==> config.mk <==
export PLATFORM = sky130hd
export DESIGN_NAME = router_fifo_flat
export DESIGN_NICKNAME = d
export VERILOG_FILES = /design/src/rtl/router_fifo_if.sv /design/src/rtl/router_fifo.sv /design/src/flat_wrapper.sv
export SDC_FILE = /design/constraint.sdc
export NUM_CORES = 1
export LEC_CHECK = 0
export BUFFER_PORTS_ARGS = -buffer_cell sky130_fd_sc_hd__clkbuf_2
export CAP_MARGIN = 40
export CORE_ASPECT_RATIO = 1.4
export CORE_MARGIN = 2
export CORE_UTILIZATION = 60
export CTS_BUF_LIST = sky130_fd_sc_hd__clkbuf_4 sky130_fd_sc_hd__clkbuf_8 sky130_fd_sc_hd__clkbuf_16
export DETAILED_ROUTE_END_ITERATION = 10
export PLACE_DENSITY = 0.85
export SETUP_SLACK_MARGIN = 0.2
export SKIP_LAST_GASP = 1
export SYNTH_ARGS = -nofsm -noshare
export SYNTH_HDL_FRONTEND = slang
export SYNTH_SLANG_ARGS = --single-unit
==> constraint.sdc <==
create_clock -name clock -period 2.8 [get_ports clock]
set_input_delay 0.14 -clock clock [delete_from_list [all_inputs] [get_ports clock]]
set_output_delay 0.14 -clock clock [all_outputs]
set_load 0.05 [all_outputs]
==> src/rtl/router_fifo_if.sv <==
// Bus between the synchronizer/consumer and one router_fifo instance.
// The FIFO side is the slave; the driver side (synchronizer or bench) is the master.
interface router_fifo_if #(
  parameter int WIDTH = 8
);
  logic             soft_reset;
  logic             write_enb;
  logic             read_enb;
  logic             lfd_state;
  logic [WIDTH-1:0] data_in;
  logic             full;
  logic             empty;
  logic [WIDTH-1:0] data_out;

  modport master (
    output soft_reset, write_enb, read_enb, lfd_state, data_in,
    input  full, empty, data_out
  );

  modport slave (
    input  soft_reset, write_enb, read_enb, lfd_state, data_in,
    output full, empty, data_out
  );
endinterface

==> src/rtl/router_fifo.sv <==
// Per-destination packet buffer of the 1x3 router: each entry carries a header
// marker so the read side can count packet bytes and blank data_out at end of packet.
module router_fifo #(
  parameter int WIDTH  = 8,
  parameter int DEPTH  = 16,
  parameter int ADDR_W = 4
) (
  input logic          clock,
  input logic          reset,
  router_fifo_if.slave bus
);

  localparam logic [ADDR_W:0] PTR_ONE = (ADDR_W+1)'(1);

  logic [ADDR_W:0]  r_wr_ptr;
  logic [ADDR_W:0]  r_rd_ptr;
  logic [WIDTH-1:0] r_mem_data [DEPTH];
  logic [DEPTH-1:0] r_mem_lfd;
  logic [6:0]       r_pkt_cnt;
  logic             r_eop;
  logic [WIDTH-1:0] r_data_out;

  logic             w_empty;
  logic             w_full;
  logic             w_wr_acc;
  logic             w_rd_acc;
  logic             w_rd_lfd;
  logic [WIDTH-1:0] w_rd_byte;
  logic [6:0]       w_hdr_cnt;

  // Wrap bit distinguishes a full FIFO from an empty one when the low bits match.
  assign w_empty = (r_wr_ptr == r_rd_ptr);
  assign w_full  = (r_wr_ptr[ADDR_W] != r_rd_ptr[ADDR_W]) &&
                   (r_wr_ptr[ADDR_W-1:0] == r_rd_ptr[ADDR_W-1:0]);

  assign w_wr_acc  = bus.write_enb && !w_full;
  assign w_rd_acc  = bus.read_enb  && !w_empty;
  assign w_rd_byte = r_mem_data[r_rd_ptr[ADDR_W-1:0]];
  assign w_rd_lfd  = r_mem_lfd[r_rd_ptr[ADDR_W-1:0]];
  // Header byte[7:2] is the payload length; +1 accounts for the trailing parity byte.
  assign w_hdr_cnt = {1'b0, w_rd_byte[7:2]} + 7'd1;

  assign bus.full     = w_full;
  assign bus.empty    = w_empty;
  assign bus.data_out = r_data_out;

  // NOTE: the data array has no reset so it maps onto plain RAM; only the
  // marker bits are cleared, which is all the packet tracking depends on.
  always_ff @(posedge clock) begin
    if (!reset && !bus.soft_reset && w_wr_acc)
      r_mem_data[r_wr_ptr[ADDR_W-1:0]] <= bus.data_in;
  end

  always_ff @(posedge clock) begin
    if (reset)
      r_mem_lfd <= '0;
    else if (!bus.soft_reset && w_wr_acc)
      r_mem_lfd[r_wr_ptr[ADDR_W-1:0]] <= bus.lfd_state;
  end

  // NOTE: all state here uses non-blocking assignments so every branch sees
  // the pre-edge pointers, which is what makes simultaneous read/write safe.
  always_ff @(posedge clock) begin
    if (reset || bus.soft_reset) begin
      r_wr_ptr   <= '0;
      r_rd_ptr   <= '0;
      r_pkt_cnt  <= '0;
      r_eop      <= 1'b0;
      r_data_out <= '0;
    end else begin
      if (w_wr_acc)
        r_wr_ptr <= r_wr_ptr + PTR_ONE;

      r_eop <= w_rd_acc && !w_rd_lfd && (r_pkt_cnt == 7'd1);

      if (w_rd_acc) begin
        r_rd_ptr   <= r_rd_ptr + PTR_ONE;
        r_data_out <= w_rd_byte;
        if (w_rd_lfd)
          r_pkt_cnt <= w_hdr_cnt;
        else if (r_pkt_cnt != 7'd0)
          r_pkt_cnt <= r_pkt_cnt - 7'd1;
      end else if (r_eop) begin
        r_data_out <= '0;
      end
    end
  end

endmodule

==> src/flat_wrapper.sv <==
// flat-port wrapper written by rule: the top's interface ports become plain ports
module router_fifo_flat 
#(
  parameter int WIDTH  = 8,
  parameter int DEPTH  = 16,
  parameter int ADDR_W = 4
)
  (clock, reset, bus_soft_reset, bus_write_enb, bus_read_enb, bus_lfd_state, bus_data_in, bus_full, bus_empty, bus_data_out);
  router_fifo_if #(.WIDTH(WIDTH)) bus_i ();
  input logic clock;
  input logic reset;
  input wire logic [$bits(bus_i.soft_reset)-1:0] bus_soft_reset;
  input wire logic [$bits(bus_i.write_enb)-1:0] bus_write_enb;
  input wire logic [$bits(bus_i.read_enb)-1:0] bus_read_enb;
  input wire logic [$bits(bus_i.lfd_state)-1:0] bus_lfd_state;
  input wire logic [$bits(bus_i.data_in)-1:0] bus_data_in;
  output wire logic [$bits(bus_i.full)-1:0] bus_full;
  output wire logic [$bits(bus_i.empty)-1:0] bus_empty;
  output wire logic [$bits(bus_i.data_out)-1:0] bus_data_out;
  assign bus_i.soft_reset = bus_soft_reset;
  assign bus_i.write_enb = bus_write_enb;
  assign bus_i.read_enb = bus_read_enb;
  assign bus_i.lfd_state = bus_lfd_state;
  assign bus_i.data_in = bus_data_in;
  assign bus_full = bus_i.full;
  assign bus_empty = bus_i.empty;
  assign bus_data_out = bus_i.data_out;
  router_fifo #(.WIDTH(WIDTH), .DEPTH(DEPTH), .ADDR_W(ADDR_W)) u_core (.clock(clock), .reset(reset), .bus(bus_i));
endmodule
Word level (Yosys, flattened, before mapping)
Memories as Yosys holds them, arrays and structs flattened. A register that Yosys moved wholly into a read port is not among the register bits.
Index checks and enable logic that the tools add are counted.
- output and inout port bits: 10
- memory bits (writable): 128
- register bits: 42
- memories: 1
- word-level logic and storage cells: 50
- memory list (memory ; words ; width ; read ports ; clocked after memory_dff ; wr ports ; line ; RTL):
    u_core.r_mem_data ; 16 ; 8 ; 1 ; 1 ; 1 ; router_fifo.sv:17 ; logic [WIDTH-1:0] r_mem_data [DEPTH];
- reductions and logical operators: 19
- equal/unequal tests: 4
- add/subtract/negate cells: 4
- muxes and demuxes: 13
- $lt $le $gt $ge: 3
- operator list (cell ; count):
    16-bit bitwise mux ; 1
    8-bit two-way mux ; 2
    7-bit two-way mux ; 2
    5-bit by 1-bit adder with 5-bit output (second input constant) ; 2
    4-bit by 5-bit less-than comparator with 1-bit output (second input constant) ; 2
    1-bit logical AND ; 9
    4-bit two-way mux ; 2
    6-bit by 1-bit adder with 7-bit output (second input constant) ; 1
    7-bit by 1-bit == test with 1-bit output (second input constant) ; 1
    7-bit nonzero test ; 1
    7-bit by 1-bit subtractor with 7-bit output (second input constant) ; 1
    5-bit == test ; 1
    1-bit logical NOT ; 5
    1-bit binary-select mux with 4-bit select ; 1
    1-bit demux with 4-bit select ; 1
    4-bit == test ; 1
    4-bit by 1-bit >= comparator with 1-bit output (second input constant) ; 1
    1-bit two-way mux ; 4
    2-bit nonzero test ; 2
    2-bit AND reduction ; 1
    1-bit logical OR ; 1
    1-bit != test ; 1

Depth between registers and ports, before layout
- depth in word-level cells: 7
- depth in mapped cells: 11
- mapped depth without buffers: 8

Worst setup path after synthesis
OpenSTA, ideal clock, no wires.
- kind: register to register
- start: reg u_core.r_wr_ptr[3]
- end: reg u_core.r_pkt_cnt[2]
- path slack: 0.507 ns
- path buffers: 3
- setup time: 0.128 ns
- arrival: 2.166 ns
- data required time: 2.672 ns
- cell stages (with the launch flop): 10
- cell sequence: dfxtp_1 > buf_2 > xnor2_1 > nand4_1 > nor2_1 > nor2b_1 > clkbuf_1 > buf_2 > a22oi_1 > nor2_1
- longest elaborated chain between the ends: 4
- ends and longest elaborated chain (what ; line ; RTL):
    start: declaration ; router_fifo.sv:15 ; logic [ADDR_W:0] r_wr_ptr;
    start signal: assignment ; router_fifo.sv:72 ; r_wr_ptr <= r_wr_ptr + PTR_ONE;
    5-bit == test ; router_fifo.sv:32 ; assign w_empty = (r_wr_ptr == r_rd_ptr);
    via bus_empty ; flat_wrapper.sv:18 ; output wire logic [$bits(bus_i.empty)-1:0] bus_empty;
    1-bit logical NOT ; router_fifo.sv:37 ; assign w_rd_acc = bus.read_enb && !w_empty;
    1-bit logical AND ; router_fifo.sv:37 ;
    2-bit AND reduction (no source line) ; -- ;
    end signal: assignment ; router_fifo.sv:80 ; r_pkt_cnt <= w_hdr_cnt;
    end signal: assignment ; router_fifo.sv:82 ; r_pkt_cnt <= r_pkt_cnt - 7'd1;
    end: declaration ; router_fifo.sv:19 ; logic [6:0] r_pkt_cnt;
The timed path passes the listed nets, and every way through them passes these cells.
A chain may end at the register's enable or synchronous reset.

==> impl_metrics.ini <==
[outcome]
status = finished, final reports clean

[timing]
finalCriticalPeriod_ns = 2.446
maxSlewHeadroom = 0.4149
fin_setup_tns_ns = 0
period_share = 0.8736
finalClockSkew_ns = 0.009544
hold_viol = 0
hold-worst-slack_ns = 0.07796
slew_violations = 0
tightest_slew_ns = 0.8744
setup_viol = 0
rsz0062_at_grt = true
max_freq_ghz = 0.4088

[floorplanning]
fp.dieW_um = 96.87
coreArea_um2 = 11820
rows = 47
dieHeight_um = 134.0
die-area_um2 = 12980
start_util = 0.6129
io_pins = 24

[pwr]
report.power.total_mw = 5.209
max-vdd-ir-drop_mv = 0.4014
p_leak_nw = 2.684
power_density_nw_per_um2 = 637.0

[route]
routedWlPerCell_um = 22.78
drtIter0Drc = 381
viasPerCell = 6.302
drc = 0
vias = 4216
dr.pass1.iters = 6
antenna_left = 0
drt-total-wl_um = 15240

[synth]
synthCells = 465
synth_simple_gate_area_share = 0.09378
synth-main-ff-cell = edfxtp_1
synth_top_family_by_area = multiplexers
synthMuxAreaShare = 0.1587
synth_area_per_cell_um2 = 15.58
yosysWarningCount = 0
synth_seq_cells = 174
async_reset_ff_frac = 0
synth_edf_count = 128
yosys-top-cells-area = edfxtp_1, dfxtp_1, mux4_2
synth-adder-area-share = 0.01382
synth_top_area_frac = 0.5306
synth_nets = 487
yosys.cell_types.count = 39
synthXorXnorAreaFrac = 0.02055
synth_top_area_cell = edfxtp_1
yosysSeqAreaShare = 0.6577
synth_area_um2 = 7244
synth_compound_area_frac = 0.03143

[critical_path]
cpPeakStageDelay_ns = 0.54
worstSetupPathType = flop to flop
endpoint_kind = flop
critPathArrivalTime_ns = 2.74
crit_top_cell = a22oi_1
cp-start-kind = flop
cpMaxStageDelayCell = mux4_2
crit_fanout = 16
cp_data_required_time_ns = 3.09
cp_cell_sequence = buf_12 -> mux4_2 -> a22oi_1 -> nand3_1 -> ha_1 -> xnor2_1 -> mux2i_1 -> a22oi_1 -> nor2_1

[place]
detailed_place.area_um2 = 7582
place.gp.congestion = 0.7804
post-dp-hpwl_um = 9889
io_buffers = 23

[clock_network]
cts_made_buffers = 17
cts_root_buffer = clkbuf_16
clkTransAtPathRegs_ns = 0.06
clock_latency_ns = 0.42
cts_buffer_depth = 2
clock_sinks = 174
cts_max_level = 4
postCtsSetupRepairBufs = 0
cts_tree = built
cts_hold_buf = 0

[grt]
grt_first_pass_wirelength_um = 23650
grt_usage = 0.2436
grt_antenna_before_repair = 0
grt.overflow.total = 0
grt_max_degree = 33
grt_pass1_vias = 4206

[run]
cap_violations = 0

[layout]
drive_gt1_frac = 0.2184
area_growth_pct = 12.88
antenna_cells = 0
fin_util = 0.6919
final_net_count = 531
stdcell_area_um2 = 8178

[hold_path]
holdCritPathClass = input port to flop
[cells in the mapped netlist (all sizes together), types with 2 or more instances]
cell / n
a22oi: 6
nand2: 26
nor2: 63
dfxtp: 46
xnor2: 7
mux2i: 17
or2: 3
nor3: 11
nand3b: 9
a21oi: 15
inv: 5
nor2b: 6
o21ai: 8
edfxtp: 128
nand4: 6
or3: 3
a211oi: 2
mux4: 41
xor2: 10
buf: 13
nand3: 13
ha: 8
nand2b: 2
clkbuf: 10
[logic make-up (layout without fill, tap and decap cells)]
group                      count (synthesis)  after routing
xor gates and xnor gates                  17             17
and+or+nand+nor                          144            144
adders and majority gates                  8              8
muxes                                     58             58
buffers and inverters                     28             85
AOI/OAI and AO/OA                         36             36
DFF                                      174            174
[per-stage QoR]
step / setup slack [ns] / cells
2_1_floorplan: 0.5067 / 465
3_3_place_gp: 0.3586 / 632
3_5_place_dp: 0.2818 / 636
4_1_cts: 0.2576 / 668
5_1_grt: 0.1830 / 669
6_report: 0.3540 / 669
[placed cells by master (no fill, tap or decap), types with 3 or more instances in the layout]
| cell | netlist | final |
|---|---|---|
| mux4_1 | 15 | 15 |
| inv_1 | 5 | 5 |
| nand4_1 | 6 | 6 |
| clkinv_2 | 0 | 3 |
| edfxtp_1 | 128 | 128 |
| or2_2 | 3 | 3 |
| nand3_2 | 3 | 3 |
| nor2b_1 | 6 | 6 |
| nor3_1 | 11 | 11 |
| o21ai_0 | 5 | 5 |
| nand3_1 | 10 | 10 |
| ha_1 | 8 | 8 |
| mux2i_1 | 17 | 17 |
| a21oi_1 | 15 | 15 |
| xnor2_1 | 7 | 7 |
| clkbuf_16 | 0 | 18 |
| dfxtp_1 | 46 | 44 |
| clkbuf_4 | 0 | 3 |
| nand2_1 | 26 | 26 |
| nor2_1 | 62 | 62 |
| clkbuf_2 | 0 | 23 |
| xor2_1 | 10 | 10 |
| or3_1 | 3 | 3 |
| a22oi_1 | 6 | 6 |
| mux4_2 | 26 | 26 |
| clkinv_4 | 0 | 3 |
| nand3b_1 | 9 | 9 |
| buf_4 | 0 | 23 |
[path summary, 6_finish.rpt]
path | slack (ns) | end | startpoint | cells past startpoint
worst max-delay path | 0.35 | u_core.r_pkt_cnt[2] | flop | 9
worst min-delay path | 0.08 | u_core.r_pkt_cnt[3] | bus_soft_reset | 3
worst max register to register | 0.35 | u_core.r_pkt_cnt[2] | flop | 9
worst min register to register | 0.48 | u_core.r_pkt_cnt[6] | u_core.r_pkt_cnt[6] | 2
[power breakdown]
| part | internal [mW] | switching (mW) | total, mW |
|---|---|---|---|
| sequential | 2.77 | 0.00658 | 2.78 |
| combinational | 0.0563 | 0.109 | 0.166 |
| clock | 1.33 | 0.932 | 2.27 |
[what timing repair did]
| item | CTS | global route |
|---|---|---|
| hold endpoints to repair | 0 | 0 |
| endpoints found under the setup margin | 0 | 4 |
| gates resized for setup | 0 | 1 |
[cell type report]
class | count | area, µm²
inverter | 5 | 18.77
clock inverter | 12 | 121.4
fill | 726 | 3642
clock buffer | 20 | 447.9
tap | 147 | 183.9
sequential | 174 | 4767
timing repair buffer | 48 | 332.8
multi-input combinational | 263 | 2306
[critical path, delay by kind of cell (launching register included)]
kind,cells,cell delay [ns]
AOI/OAI and AO/OA,2,0.40
DFF,1,0.39
buffers and inverters,1,0.19
adders and majority gates,1,0.28
muxes,2,0.63
and+or+nand+nor,2,0.26
xor gates and xnor gates,1,0.16
[sequential cells by signal (all words and copies together) (netlist names), named ones only]
signal               count
u_core.r_wr_ptr          5
u_core.r_eop             1
u_core.r_mem_data      128
u_core.r_pkt_cnt         7
u_core.r_rd_ptr          5
u_core.r_mem_lfd        16
u_core.bus.data_out      8
[per-layer routing]
| layer | vias up | routed length (µm) | track usage |
|---|---|---|---|
| li1 | 1861 | - | - |
| met1 | 2157 | 5880 | 0.3051 |
| met2 | 171 | 8298 | 0.4259 |
| met3 | 27 | 758 | 0.04950 |
| met4 | 0 | 305 | 0.08529 |
| met5 | - | 0 | 0 |
Note: power is estimated with default switching activity, not from simulation.
